--- src/rtl/vm_pkg.sv ---
// Shared state type and coin values for the multi-product vending controller.
package vm_pkg;

   typedef enum logic [1:0] {IDLE, COLLECT, DISPENSE, CHANGE} vm_state_e;

   localparam int QUARTER = 25;
   localparam int DOLLAR  = 100;

endpackage

--- src/rtl/vm_stock_bank.sv ---
// Per-product stock counters with decrement, global refill and registered sold-out flags.
module vm_stock_bank
   import vm_pkg::*;
#(
   parameter int NUM_PRODUCTS = 4,
   parameter int STOCK_INIT   = 3,
   localparam int SEL_W = $clog2(NUM_PRODUCTS),
   localparam int STK_W = $clog2(STOCK_INIT + 1)
) (
   input  logic                    clk,
   input  logic                    rst,
   input  logic                    dec_i,
   input  logic [SEL_W-1:0]        dec_id_i,
   input  logic                    refill_i,
   output logic [NUM_PRODUCTS-1:0] sold_out_o
);
   localparam logic [STK_W-1:0] INIT_C = STK_W'(STOCK_INIT);

   logic [STK_W-1:0]        stock_q [NUM_PRODUCTS];
   logic [STK_W-1:0]        stock_d [NUM_PRODUCTS];
   logic [NUM_PRODUCTS-1:0] sold_out_q, sold_out_d;

   // Refill wins over a same-cycle decrement; sold_out tracks the next stock value.
   always_comb begin
      for (int i = 0; i < NUM_PRODUCTS; i++) begin
         stock_d[i] = stock_q[i];
         if (refill_i) begin
            stock_d[i] = INIT_C;
         end else if (dec_i && (dec_id_i == SEL_W'(i)) && (stock_q[i] != '0)) begin
            stock_d[i] = stock_q[i] - STK_W'(1);
         end
         sold_out_d[i] = (stock_d[i] == '0);
      end
   end

   always_ff @(posedge clk or posedge rst) begin
      if (rst) begin
         for (int i = 0; i < NUM_PRODUCTS; i++) stock_q[i] <= INIT_C;
         sold_out_q <= '0;
      end else begin
         for (int i = 0; i < NUM_PRODUCTS; i++) stock_q[i] <= stock_d[i];
         sold_out_q <= sold_out_d;
      end
   end

   assign sold_out_o = sold_out_q;

endmodule

--- src/rtl/vending_machine_multi.sv ---
// Multi-product vending controller: coin credit, vend decision, change return.
//   state    | meaning
//   IDLE     | no credit, accepting coins and requests
//   COLLECT  | credit > 0, accepting coins and requests
//   DISPENSE | one cycle: item released, price deducted
//   CHANGE   | one quarter returned per cycle until credit is 0
module vending_machine_multi
   import vm_pkg::*;
#(
   parameter int NUM_PRODUCTS = 4,
   parameter int PRICE        = 75,
   parameter int MAX_CREDIT   = 200,
   parameter int STOCK_INIT   = 3,
   localparam int SEL_W    = $clog2(NUM_PRODUCTS),
   localparam int CREDIT_W = $clog2(MAX_CREDIT + 1)
) (
   input  logic                    clk,
   input  logic                    rst,
   input  logic                    Q_in,
   input  logic                    D_in,
   input  logic [SEL_W-1:0]        sel,
   input  logic                    sel_valid,
   input  logic                    cancel,
   input  logic                    refill,
   output logic                    dispense,
   output logic [SEL_W-1:0]        dispense_id,
   output logic                    change_coin,
   output logic                    coin_reject,
   output logic                    vend_err,
   output logic [CREDIT_W-1:0]     credit,
   output logic [NUM_PRODUCTS-1:0] sold_out,
   output logic                    busy
);
   localparam int EXT_W = CREDIT_W + 3;
   localparam logic [EXT_W-1:0]    MAX_EXT   = EXT_W'(MAX_CREDIT);
   localparam logic [CREDIT_W-1:0] PRICE_C   = CREDIT_W'(PRICE);
   localparam logic [CREDIT_W-1:0] QUARTER_C = CREDIT_W'(QUARTER);

   vm_state_e               state_q, state_d;
   logic [CREDIT_W-1:0]     credit_q, credit_d;
   logic [SEL_W-1:0]        id_q, id_d;
   logic                    dispense_q, change_coin_q, busy_q;
   logic                    coin_reject_q, coin_reject_d;
   logic                    vend_err_q, vend_err_d;
   logic                    coin_in, sel_in_range, sel_ok, dec;
   logic [EXT_W-1:0]        coin_sum, credit_sum;
   logic [NUM_PRODUCTS-1:0] sold_out_w;

   generate
      if ((2 ** SEL_W) == NUM_PRODUCTS) begin : g_full_sel
         assign sel_in_range = 1'b1;
      end else begin : g_part_sel
         assign sel_in_range = (sel < SEL_W'(NUM_PRODUCTS));
      end
   endgenerate

   always_comb begin
      coin_sum = '0;
      if (Q_in) coin_sum = coin_sum + EXT_W'(QUARTER);
      if (D_in) coin_sum = coin_sum + EXT_W'(DOLLAR);
   end

   assign coin_in    = Q_in | D_in;
   assign credit_sum = EXT_W'(credit_q) + coin_sum;
   assign sel_ok     = sel_in_range && !sold_out_w[sel];

   // Any sel_valid consumes the cycle, so coins with it are bounced even when the vend is refused.
   always_comb begin
      state_d       = state_q;
      credit_d      = credit_q;
      id_d          = id_q;
      dec           = 1'b0;
      vend_err_d    = 1'b0;
      coin_reject_d = 1'b0;
      unique case (state_q)
         IDLE, COLLECT: begin
            if (cancel && (credit_q != '0)) begin
               state_d       = CHANGE;
               coin_reject_d = coin_in;
            end else if (sel_valid) begin
               coin_reject_d = coin_in;
               if (sel_ok && (credit_q >= PRICE_C)) begin
                  state_d = DISPENSE;
                  id_d    = sel;
               end else begin
                  vend_err_d = 1'b1;
               end
            end else if (coin_in) begin
               if (credit_sum <= MAX_EXT) begin
                  credit_d = CREDIT_W'(credit_sum);
                  state_d  = COLLECT;
               end else begin
                  coin_reject_d = 1'b1;
               end
            end
         end
         DISPENSE: begin
            dec           = 1'b1;
            credit_d      = credit_q - PRICE_C;
            state_d       = (credit_d != '0) ? CHANGE : IDLE;
            coin_reject_d = coin_in;
         end
         CHANGE: begin
            credit_d      = (credit_q >= QUARTER_C) ? (credit_q - QUARTER_C) : '0;
            state_d       = (credit_d != '0) ? CHANGE : IDLE;
            coin_reject_d = coin_in;
         end
         default: state_d = IDLE;
      endcase
   end

   always_ff @(posedge clk or posedge rst) begin
      if (rst) begin
         state_q       <= IDLE;
         credit_q      <= '0;
         id_q          <= '0;
         dispense_q    <= 1'b0;
         change_coin_q <= 1'b0;
         busy_q        <= 1'b0;
         coin_reject_q <= 1'b0;
         vend_err_q    <= 1'b0;
      end else begin
         state_q       <= state_d;
         credit_q      <= credit_d;
         id_q          <= id_d;
         dispense_q    <= (state_d == DISPENSE);
         change_coin_q <= (state_d == CHANGE);
         busy_q        <= (state_d == DISPENSE) || (state_d == CHANGE);
         coin_reject_q <= coin_reject_d;
         vend_err_q    <= vend_err_d;
      end
   end

   vm_stock_bank #(
      .NUM_PRODUCTS (NUM_PRODUCTS),
      .STOCK_INIT   (STOCK_INIT)
   ) u_stock (
      .clk        (clk),
      .rst        (rst),
      .dec_i      (dec),
      .dec_id_i   (id_q),
      .refill_i   (refill),
      .sold_out_o (sold_out_w)
   );

   assign dispense    = dispense_q;
   assign dispense_id = id_q;
   assign change_coin = change_coin_q;
   assign coin_reject = coin_reject_q;
   assign vend_err    = vend_err_q;
   assign credit      = credit_q;
   assign sold_out    = sold_out_w;
   assign busy        = busy_q;

endmodule
--- config.mk ---
export PLATFORM = sky130hd
export DESIGN_NAME = vending_machine_multi
export DESIGN_NICKNAME = d
export VERILOG_FILES = /design/src/rtl/vm_pkg.sv /design/src/rtl/vm_stock_bank.sv /design/src/rtl/vending_machine_multi.sv
export SDC_FILE = /design/constraint.sdc
export NUM_CORES = 1
export LEC_CHECK = 0
export ABC_AREA = 0
export ABC_CLOCK_PERIOD_IN_PS = 2420
export CORE_ASPECT_RATIO = 2
export CORE_MARGIN = 2
export CORE_UTILIZATION = 49
export CTS_CLUSTER_SIZE = 12
export DETAILED_ROUTE_END_ITERATION = 6
export GPL_TIMING_DRIVEN = 0
export PLACE_DENSITY = 0.81
export RECOVER_POWER = 25
export REMOVE_ABC_BUFFERS = 1
export SETUP_SLACK_MARGIN = 0.2
export SYNTH_ARGS = -nofsm -noshare
export SYNTH_HDL_FRONTEND = slang
export SYNTH_SLANG_ARGS = --single-unit
--- constraint.sdc ---
create_clock -name clk -period 2.42 [get_ports clk]
set_clock_uncertainty 0.2 [all_clocks]
set_input_delay 0.726 -clock clk [delete_from_list [all_inputs] [get_ports clk]]
set_output_delay 0.726 -clock clk [all_outputs]
set_load 0.05 [all_outputs]
==> Yosys cells after proc, flatten, opt, wreduce, memory -nomap -nowiden <==
Index checks and enable logic that the tools add are counted.
{ "word_totals": {"regBits": 29, "inputBits": 9, "output_inout_bits": 19, "word_cells": 104} }
{ "op_classes": {"n_addsub": 8, "n_lt_le_gt_ge": 4, "eq_ne": 12, "mux": 36, "n_bitwise": 2, "n_reduce_logical": 29} }
{ "op_table": {"columns": ["op", "count"], "rows": [
  ["$mux W8", 5],
  ["$mux W2", 15],
  ["$pmux W8 S3", 1],
  ["$reduce_bool A8 Y1", 3],
  ["$eq A2 B2 Y1 const B", 6],
  ["$logic_not A2 Y1", 6],
  ["$add A11 B7 Y11 const B", 1],
  ["$add A8 B11 Y11", 1],
  ["$le A11 B8 Y1 const B", 1],
  ["$mux W11", 1],
  ["$logic_and A1 B1 Y1", 10],
  ["$mux W1", 10],
  ["$ge A8 B5 Y1 const B", 1],
  ["$ge A8 B7 Y1 const B", 1],
  ["$ne A2 B2 Y1 const B", 4],
  ["$reduce_and A4 Y1", 2],
  ["$reduce_bool A2 Y1", 4],
  ["$sub A2 B1 Y2 const B", 4],
  ["$sub A8 B5 Y8 const B", 1],
  ["$sub A8 B7 Y8 const B", 1],
  ["$pmux W2 S3", 1],
  ["$mux W5", 1],
  ["$eq A2 B1 Y1 const B", 2],
  ["$reduce_or A2 Y1", 2],
  ["other kinds (7)", 7]
]} }

==> Longest topological paths before layout <==
Gate-level depths: netlist of the first run.
{ "logic_depth": {"depth_word": 12, "mapped_depth": 10} }

==> Cells and area by module <==
A second synthesis of the first run with hierarchy kept.
{ "hier_totals": {"cells_unflattened": 249, "hier_area_um2": 2263.4} }
{ "by_module_without_submodules": {"columns": ["module", "instances", "cells_each", "area_per_inst_um2", "seq_area_each_um2"], "rows": [
  ["vending_machine_multi", 1, 181, 1540.2, 400.4],
  ["vm_stock_bank", 1, 68, 723.2, 310.3]
]} }

==> Worst setup path before layout of the first run <==
No wires, ideal clock.
{ "synth_path": {"path_kind": "input-to-reg", "start": "input port Q_in", "end": "register credit_q[5] (netlist: credit[5])", "setup_time_ns": 0.126, "arrival_ns": 2.583, "t_required_ns": 2.094, "path_slack_ns": -0.489, "stages": 8, "path_cell_list": "ha_1 > ha_1 > or2_2 > o2111ai_1 > o21ai_0 > o2111ai_2 > a21oi_2 > a221o_1"} }
{ "synth_between": {"elab_chain_len": 9} }
{ "synth_rtl": {"columns": ["item", "line", "text"], "rows": [
  ["start, declared", "vending_machine_multi.sv:19", "input logic Q_in,"],
  ["parallel branches: the longest is 9 deep, another holds $add A11 B7 Y11", null, null],
  ["end signal, assigned", "vending_machine_multi.sv:124", "credit_q <= credit_d;"],
  ["end, declared", "vending_machine_multi.sv:40", "logic [CREDIT_W-1:0] credit_q, credit_d;"]
]} }
Parallel ways; which one is timed is not known. The select of a mux whose other input is x is not followed.
A chain may end at the register's enable or synchronous reset.

==> Worst setup path after layout of the first run <==
{ "layout_path": {"start": "input port D_in", "end": "register credit_q[3] (netlist: credit[3])"} }
{ "layout_between": {"elab_chain_len": 7} }
{ "layout_rtl": {"columns": ["item", "line", "text"], "rows": [
  ["start, declared", "vending_machine_multi.sv:20", "input logic D_in,"],
  ["parallel branches: the longest is 7 deep, another holds $add A8 B11 Y11", null, null]
]} }
Parallel ways; which one is timed is not known. The select of a mux whose other input is x is not followed.

==> key figures, run 1 <==
Global route
  – Vias in the first global route: 2569
  – GRT Util Overall: 0.309
  – Initial antenna violation count: 0
  – First-pass GRT wire length: 12200 um
  – Pin count of the biggest net entering global routing: 29
  – Overflow left after global routing: 0

Yosys
  – Area leader, netlist: dfrtp_1
  – Synthesized area: 0.00232 mm2
  – Mux contribution to synthesized area: 0.0238
  – Seq/Total Area, Yosys: 0.307
  – Ys Warns: 0
  – Post-synthesis xor/xnor area fraction: 0.0378
  – Synth top area cells: dfrtp_1, dfstp_2, ha_1
  – Most used flip-flop cell after synthesis: dfrtp_1
  – Flops & latches, synth: 28
  – Compound-gate portion of the synthesized area: 0.289
  – Gate count after technology mapping: 265
  – Avg Cell Area, Syn: 8.74 um2
  – Ys async rst share: 1.00
  – Synth Area in Adders: 0.0799
  – Main combinational cell family by area after synthesis: compound AO/OA/AOI/OAI gates
  – Synth Area in Simple Gates: 0.202
  – Synth top area share: 0.216
  – Netlist cell types: 66
  – Post-synth EDFFs: 0

Layout
  – Layout area overhead: 51.7%
  – Diodes inserted: 0
  – Share of layout cells above drive strength 1: 0.460
  – Most frequent cells in the layout: buf_4, nor2_1, inv_1
  – Commonest non-fill, non-tap cell in the layout: buf_4
  – Nets@finish: 361

Die
  – FP Rows: 35
  – Initial Util: 0.504
  – Die area: 0.00533 mm2
  – Total core area: 0.00460 mm2
  – DIE WIDTH: 52.6 um
  – Num ports: 28
  – Die extent in y: 101 um

Critical path
  – CP Launch Type: input port
  – Arrival time at the worst endpoint: 2.50 ns
  – CP peak stage delay: 0.42 ns
  – CP max-delay cell: a311o_1
  – Critical path's top delay family: compound AO/OA/AOI/OAI gates
  – Critical path peak fanout: 4
  – CP endpoint kind: flip-flop
  – Crit path cell chain: buf_12 -> ha_4 -> a21o_1 -> a311o_1 -> nor3_4 -> nor2_1 -> a311oi_2 -> o221ai_1
  – WP data required: 2.38 ns
  – CP bufs+invs: 1
  – CP Class: input port to flip-flop

Min path
  – Worst min path class: flip-flop to flip-flop

STA
  – Post-route minimum period: 2.54 ns
  – Crit share post-route: 1.05
  – Setup Total Neg Slack: -0.805 ns
  – RSZ-0062 raised after global routing: yes
  – Final slew viol count: 0
  – FMAX: 393 MHz
  – # setup viols final: 8
  – Rel. slew slack: 0.253
  – Endpoints failing hold: 0
  – Slew @ Worst Pin: 1.12 ns
  – Setup ws final: -0.124 ns

Clocking
  – Max clock buf depth: 2
  – H-tree level count: 1
  – CTS root buffer: clkbuf_8
  – CTS tree: yes
  – TritonCTS Buffers: 3
  – Worst-skew pair later-pin latency: 0.28 ns
  – Clk sink count: 28
  – CTS clk-pin slew, worst paths: 0.10 ns

Route
  – Via count: 2692
  – Final ANT Viol Nets: 0
  – Vias per cell: 6.87
  – DR pass1 iterations: 5
  – Final wirelength: 9170 um
  – Drc violations: 0
  – Wire length per cell: 23.4 um
  – DRT iter0 DRCs: 216

Run
  – Max-cap violations: 0

Status
  – Outcome: finished with violations
  – Failing checks: setup timing

Placed design
  – GP Congestion: 0.931
  – Post-DP HPWL: 4850 um
  – Port Buffers: 27
[layer usage]
layer / vias to the layer above / GRT usage / share of wire
met5: - / 0 / 0
met4: 0 / 0.229 / 0.091
met3: 75 / 0.0472 / 0.087
met2: 199 / 0.554 / 0.50
met1: 1273 / 0.303 / 0.32
li1: 1145 / - / -
[worst paths after layout]
| path | end | start | depth (start not counted) | slack (ns) |
|---|---|---|---|---|
| max | credit[3]$_DFFE_PP0P_ | D_in | 8 | -0.12 |
| min | u_stock.stock_q[7]$_DFF_PP1_ | u_stock.stock_q[7]$_DFF_PP1_ | 1 | 0.44 |
| max reg2reg | credit[3]$_DFFE_PP0P_ | credit[5]$_DFFE_PP0P_ | 7 | -0.11 |
| min reg2reg | u_stock.stock_q[7]$_DFF_PP1_ | u_stock.stock_q[7]$_DFF_PP1_ | 1 | 0.44 |
| max in group asynchronous | credit[6]$_DFFE_PP0P_ | rst | 2 | 0.31 |
| min in group asynchronous | dispense$_DFF_PP0_ | rst | 2 | 0.96 |
[state kept, by name, indices dropped and copies added (netlist names), 2 cells and up]
| register | flops |
|---|---|
| credit | 8 |
| u_stock.sold_out_o | 4 |
| dispense_id | 2 |
| u_stock.stock_q | 8 |
[cell families after synthesis]
| logic type | count (synthesis) |
|---|---|
| mux | 4 |
| flops | 28 |
| xor+xnor | 10 |
| buf+inv | 32 |
| fa+ha+maj | 15 |
| compound gates | 88 |
| simple gates | 88 |
[per-stage QoR]
step | hold WS (ns) | cells | utilization | area [um2] | worst slack [ns]
3_5_place_dp | 0.421 | 335 | 0.563 | 2590 | -1.44
2_1_floorplan | 0.387 | 253 | - | 2250 | -0.683
5_1_grt | 0.444 | 392 | 0.765 | 3520 | -0.191
3_3_place_gp | 0.410 | 335 | 0.563 | 2590 | -1.44
4_1_cts | 0.439 | 369 | 0.696 | 3200 | -0.111
6_report | 0.440 | 392 | 0.765 | 3520 | -0.124
[synth_stat cells, types with 4 or more instances]
| master | number |
|---|---|
| nor2_1 | 23 |
| dfrtp_1 | 20 |
| inv_1 | 20 |
| nand2_1 | 17 |
| ha_1 | 14 |
| o21ai_0 | 14 |
| a21oi_1 | 11 |
| nand3_1 | 10 |
| dfstp_2 | 8 |
| a21o_1 | 7 |
| xnor2_1 | 7 |
| a211o_1 | 6 |
| a31oi_1 | 6 |
| buf_2 | 5 |
| nand2b_1 | 5 |
| nand4_1 | 5 |
| nor3_1 | 5 |
| a211oi_1 | 4 |
| clkbuf_1 | 4 |
[worst register-to-register path, cell delays in order (launching register included)]
cell and delay [ns]:
dfrtp_2 0.50, ha_4 0.28, a21o_1 0.20, a311o_1 0.42, nor3_4 0.32, nor2_1 0.11
a311oi_2 0.22, o221ai_1 0.16
[layout make-up]
cell class                      instances  area [um2]
Clock buffer                            3        41.3
Clock inverter                          1        30.0
Fill cell                             296        1080
Inverter                               20        75.1
Multi-Input combinational cell        206        1920
Sequential cell                        28         722
Tap cell                               55        68.8
Timing Repair Buffer                   79         657
[timing repair]
action,in CTS,in global routing
pin swaps,20,28
setup endpoints to repair,42,34
gates cloned,0,1
gates resized for setup,119,56
hold buffers,0,0
buffers inserted,30,22
Power of run 1 is not shown: default switching activity piles up to over one toggle a cycle in this logic, so the estimate is an artifact.
==> run 2, diff against run 1 <==
--- a/config.mk
+++ b/config.mk
@@ -12,6 +12,7 @@
 export CORE_UTILIZATION = 49
 export CTS_CLUSTER_SIZE = 12
 export DETAILED_ROUTE_END_ITERATION = 6
+export GPL_ROUTABILITY_DRIVEN = 1
 export GPL_TIMING_DRIVEN = 0
 export PLACE_DENSITY = 0.81
 export RECOVER_POWER = 25
==> results of run 2 <==
The final DEF is identical to that of run 1; final timing and power are the same.
Power of run 2 is left out for the same reason.
